`src/rtl/conv_pkg.sv`:
```
// conv_pkg: shared widths, pixel type and pad-streamer state encoding for the 3x3 conv pixel path
package conv_pkg;
    localparam int PIXEL_DATAW = 8;
    localparam int IMG_WIDTH = 512;
    localparam int PAD_WIDTH = IMG_WIDTH + 2;
    typedef logic [PIXEL_DATAW-1:0] pixel_t;
    typedef enum logic [2:0] {IDLE, TOP, LPAD, BODY, RPAD, BOT} pad_state_t;
endpackage

```
`src/rtl/conv_out_reg.sv`:
```
// conv_out_reg: single-entry valid/ready output register carrying data and last
module conv_out_reg #(
    parameter int W = 8
) (
    input  logic         clk,
    input  logic         reset,
    input  logic         load_valid,
    input  logic [W-1:0] load_data,
    input  logic         load_last,
    input  logic         i_ready,
    output logic         free,
    output logic         o_valid,
    output logic [W-1:0] o_y,
    output logic         o_last
);
    assign free = !o_valid || i_ready;
    always_ff @(posedge clk or negedge reset) begin
        if (!reset) begin
            o_valid <= 1'b0;
            o_y <= '0;
            o_last <= 1'b0;
        end else if (free) begin
            o_valid <= load_valid;
            o_y <= load_data;
            o_last <= load_last;
        end
    end
endmodule

```
`src/rtl/conv_pad_streamer.sv`:
```
// conv_pad_streamer: wraps a raw pixel stream in a one-pixel zero border for the 3x3 conv core
module conv_pad_streamer #(
    parameter int IMG_WIDTH = conv_pkg::IMG_WIDTH,
    parameter int PIXEL_DATAW = conv_pkg::PIXEL_DATAW,
    parameter int HEIGHT_W = 16
) (
    input  logic                   clk,
    input  logic                   reset,
    input  logic                   i_start,
    input  logic [HEIGHT_W-1:0]    i_height,
    input  logic                   i_valid,
    input  logic [PIXEL_DATAW-1:0] i_x,
    output logic                   o_ready,
    output logic                   o_valid,
    input  logic                   i_ready,
    output logic [PIXEL_DATAW-1:0] o_y,
    output logic                   o_last,
    output logic                   o_busy
);
    import conv_pkg::*;
    localparam int CW = $clog2(IMG_WIDTH + 2);
    localparam logic [CW-1:0] PAD_LAST = CW'(IMG_WIDTH + 1);
    localparam logic [CW-1:0] PIX_LAST = CW'(IMG_WIDTH - 1);
    pad_state_t state, nxt_state;
    logic [CW-1:0] col, nxt_col;
    logic [HEIGHT_W-1:0] row, nxt_row, h, nxt_h, row_inc;
    logic free, ld_valid, ld_last;
    logic [PIXEL_DATAW-1:0] ld_data;
    assign o_busy = state != IDLE;
    assign row_inc = row + 1'b1;
    always_ff @(posedge clk or negedge reset) begin
        if (!reset) begin
            state <= IDLE;
            col <= '0;
            row <= '0;
            h <= '0;
        end else begin
            state <= nxt_state;
            col <= nxt_col;
            row <= nxt_row;
            h <= nxt_h;
        end
    end
    // every state only moves when the output slot can take a beat
    always_comb begin
        nxt_state = state;
        nxt_col = col;
        nxt_row = row;
        nxt_h = h;
        ld_valid = 1'b0;
        ld_data = '0;
        ld_last = 1'b0;
        o_ready = 1'b0;
        case (state)
            IDLE: if (i_start) begin
                nxt_state = TOP;
                nxt_h = i_height;
                nxt_row = '0;
                nxt_col = '0;
            end
            TOP: if (free) begin
                ld_valid = 1'b1;
                nxt_col = col == PAD_LAST ? '0 : col + 1'b1;
                nxt_state = col != PAD_LAST ? TOP : h == '0 ? BOT : LPAD;
            end
            LPAD: if (free) begin
                ld_valid = 1'b1;
                nxt_state = BODY;
            end
            BODY: begin
                o_ready = free;
                if (free && i_valid) begin
                    ld_valid = 1'b1;
                    ld_data = i_x;
                    nxt_col = col == PIX_LAST ? '0 : col + 1'b1;
                    nxt_state = col == PIX_LAST ? RPAD : BODY;
                end
            end
            RPAD: if (free) begin
                ld_valid = 1'b1;
                nxt_row = row_inc;
                nxt_state = row_inc == h ? BOT : LPAD;
            end
            BOT: if (free) begin
                ld_valid = 1'b1;
                ld_last = col == PAD_LAST;
                nxt_col = ld_last ? '0 : col + 1'b1;
                nxt_state = ld_last ? IDLE : BOT;
            end
            default: nxt_state = IDLE;
        endcase
    end
    conv_out_reg #(.W(PIXEL_DATAW)) u_out (
        .clk(clk),
        .reset(reset),
        .load_valid(ld_valid),
        .load_data(ld_data),
        .load_last(ld_last),
        .i_ready(i_ready),
        .free(free),
        .o_valid(o_valid),
        .o_y(o_y),
        .o_last(o_last)
    );
endmodule

```
`config.mk`:
```
export PLATFORM = sky130hd
export DESIGN_NAME = conv_pad_streamer
export DESIGN_NICKNAME = d
export VERILOG_FILES = /design/src/rtl/conv_pkg.sv /design/src/rtl/conv_out_reg.sv /design/src/rtl/conv_pad_streamer.sv
export SDC_FILE = /design/constraint.sdc
export NUM_CORES = 1
export LEC_CHECK = 0
export ABC_AREA = 1
export CORE_MARGIN = 1
export CORE_UTILIZATION = 45
export DETAILED_ROUTE_END_ITERATION = 6
export GPL_TIMING_DRIVEN = 1
export PLACE_DENSITY = 0.67
export SYNTH_ARGS = -nofsm -noshare
export SYNTH_HDL_FRONTEND = slang
export SYNTH_HIERARCHICAL = 1
export SYNTH_SLANG_ARGS = --single-unit
```
`constraint.sdc`:
```
create_clock -name clk -period 2.5 [get_ports clk]
set_clock_uncertainty 0.05 [all_clocks]
set_input_delay 0.5 -clock clk [delete_from_list [all_inputs] [get_ports clk]]
set_output_delay 0.5 -clock clk [all_outputs]
set_load 0.02 [all_outputs]
```
==> results.py <==
metrics = {
    "setup_path": {
        "worst_r2r_path_depth": 14,
        "crit_path_start_kind": "flop",
        "r2r-start": "row[0]",
        "worstPathRequired_ps": 1950,
        "path_max_fanout": 5,
        "end_kind": "output pin",
        "r2r_end": "state[1]",
        "criticalPathCategory": "flop to output pin",
        "reg2reg_slack_ps": 310,
        "critPathArrivalTime_ps": 1720,
    },
    "sta": {
        "fin_setup_tns_ps": 0,
        "holdWs_ps": 110,
        "worstMarginPinSlew_ps": 553,
        "fin_crit_sh_pct": 90.8,
        "finalCriticalPeriod_ps": 2270,
        "slew-limit-headroom_pct": 63.1,
        "fmax_mhz": 441,
        "maxSlewViolCount": 0,
        "hold_violations": 0,
        "rsz0062_at_grt": "no",
        "setup_violations": 0,
    },
    "cts": {
        "clk_latency_ps": 320,
        "cts_tree": "done",
        "cts.hold.buffers_added": 0,
        "cts_sinks": 55,
        "clock_path_buffers": 2,
        "cts.clk_slew.worst_paths_ps": 110,
        "cts_made_buffers": 5,
        "cts_root_buf": "clkbuf_8",
        "htree_num_levels": 2,
    },
    "logic_synthesis": {
        "yosys.area_share.simple_pct": 39.3,
        "synth.net_count": 491,
        "ys_seq_area_share_pct": 41.8,
        "async_flop_share_pct": 100,
        "yosysWarnings": 6,
        "ys_types": 33,
        "synth_compound_area_share_pct": 7.57,
        "synth_top_family_by_area": "simple AND/OR/NAND/NOR gates",
        "synth-edff-count": 0,
        "synth_flop_cell": "dfrtp_1",
        "synth_seq_cells": 55,
        "synth_area_per_cell_um2": 7.17,
        "syn_area_um2": 3290,
        "synth-xor-area-share_pct": 2.28,
        "synthCells": 459,
        "synthMuxAreaShare_pct": 0,
        "synthAdderAreaFrac_pct": 1.14,
    },
    "grt": {
        "grt_pass1_wl_mm": 13.4,
        "grt_pass1_vias": 3007,
        "antenna_found_initial": 0,
        "grt.overflow.total": 0,
        "gr-usage-all-layers_pct": 22.4,
        "grt_start_max_net_pins": 25,
    },
    "hold_path": {
        "hold_class": "primary input to async pin",
    },
    "floorplanning": {
        "io_pins": 41,
        "core_area_um2": 6940,
        "rows": 30,
        "die_y_um": 87.5,
        "die_x_um": 87.5,
        "die_area_um2": 7660,
        "initial_utilization_pct": 47.4,
    },
    "power": {
        "cellLeakagePower_nw": 1.89,
        "power_per_cell_area_nw_per_um2": 735,
        "ir_drop_v": 0.000361,
    },
    "placed_design": {
        "io_buffers": 40,
        "hpwl_mm": 6.06,
        "gp_congestion": 0.829,
    },
    "routing": {
        "postRouteAntennaNets": 0,
        "drt_iter0_markers": 151,
        "vias": 3098,
        "vias_per_cell": 5.05,
        "first_pass_iters": 4,
        "wire_per_inst_um": 12.9,
        "drt_drc_violations_left": 0,
        "drt_wl_total_mm": 7.90,
    },
    "flow_run": {
        "max_cap_viol_count": 0,
    },
    "status": {
        "status": "finished clean",
    },
    "finish": {
        "final_nets": 548,
        "diodes": 0,
        "num-fill-cells": 650,
        "syn2layout_area_growth_pct": 22.1,
        "final_layout_size_suffix_gt1_share_pct": 9.28,
    },
}
==> what timing repair did <==
action,4_1_cts,5_1_grt
gates resized for setup,0,1
endpoints found under the setup margin,0,1
buffers inserted,0,0
==> cells in the final DEF, fill, tap and decap left out, types with 2 or more instances in the layout <==
cell type / count
nand2_1: 152
ha_1: 3
nor2_4: 4
clkdlybuf4s50_1: 38
buf_4: 16
nor4_1: 6
nand3b_1: 3
xor2_1: 5
a21oi_1: 4
clkinv_1: 2
o21ai_0: 23
nand2_2: 5
dfrtp_1: 55
nor3b_1: 4
nand3_1: 49
nand4_1: 10
o22ai_1: 11
nor2_1: 37
nand2_4: 2
nor2_2: 9
clkbuf_8: 6
o21ai_1: 3
inv_1: 53
nor3_1: 3
==> report_power, final <==
group	total (W)	switching (W)	leakage, nW	internal (W)
clock network	0.000623	0.000298	0.0612	0.000325
registers	0.00123	0.000170	0.734	0.00106
logic	0.00110	0.000657	1.10	0.000445
==> cells by family (layout without fill, tap and decap cells) <==
logic type,Yosys count,after routing
flops,55,55
simple gates,286,286
fa+ha+maj,3,3
compound gates,45,45
xor+xnor,7,7
buf+inv,63,121
==> per-layer routing <==
metal	global-route usage [%]	wire length (µm)	vias to the layer above
met5	0	0	-
li1	-	-	1596
met1	28.4	3690	1427
met2	38.6	3840	59
met4	7.75	149	0
met3	3.98	222	16
==> through the flow <==
step	instance area, µm²	instances	total power, W	setup slack [ps]	utilization, %
after floorplan	3290	459	0.00196	602	-
after global placement	3900	605	0.00233	83.3	56.1
after detailed placement	3900	605	0.00235	56.1	56.1
after CTS	4020	613	0.00298	48.5	57.8
after global routing	4020	613	0.00318	90.6	57.9
final	4020	613	0.00295	230	57.9
==> worst max-delay path: stages, from the launching register on <==
cell and delay [ps]:
dfrtp_1 440, nor2_1 60, inv_1 70, nor2_1 40
inv_1 150, clkdlybuf4s50_1 650
==> how the worst max path moves through the flow <==
| stage | start | to | slack, ps |
|---|---|---|---|
| 2_1_floorplan | i_ready | col[5] | 600 |
| 3_3_place_gp | i_ready | o_ready | 80 |
| 3_5_place_dp | i_ready | o_ready | 60 |
| 4_1_cts | i_ready | o_ready | 50 |
| 5_1_grt | row[0] | state[1] | 90 |
| 6_report | state[0] | o_busy | 230 |
==> flip-flops by register name (all words and copies together) (netlist names) <==
| name | count |
|---|---|
| h | 16 |
| row | 16 |
| col | 10 |
| u_out/o_y | 8 |
| state | 3 |
| u_out/o_last | 1 |
| u_out/o_valid | 1 |
==> cell type report <==
type                       count  area (µm²)  share of cell area, %
multi-input combinational    341        1660                   41.2
inverter                      56         210                   5.23
sequential                    55        1380                   34.3
clock buffer                   6        82.6                   2.06
tap                           96         120                   2.99
timing repair buffer          57         538                   13.4
clock inverter                 2        35.0                  0.872
==> cell usage after synthesis, drive strengths merged (2+ instances only) <==
cell type | n | area share (%)
a21oi | 4 | 0.61
buf | 4 | 1.1
clkbuf | 3 | 0.34
clkinv | 2 | 0.23
dfrtp | 55 | 42
ha | 3 | 1.1
inv | 54 | 6.2
nand2 | 159 | 19
nand3 | 50 | 7.8
nand3b | 3 | 0.68
nand4 | 10 | 1.9
nor2 | 50 | 7.3
nor3 | 3 | 0.46
nor3b | 4 | 0.91
nor4 | 6 | 1.1
o21ai | 26 | 4.0
o22ai | 11 | 2.1
xor2 | 5 | 1.3
Power figures use the tool's default switching activity.
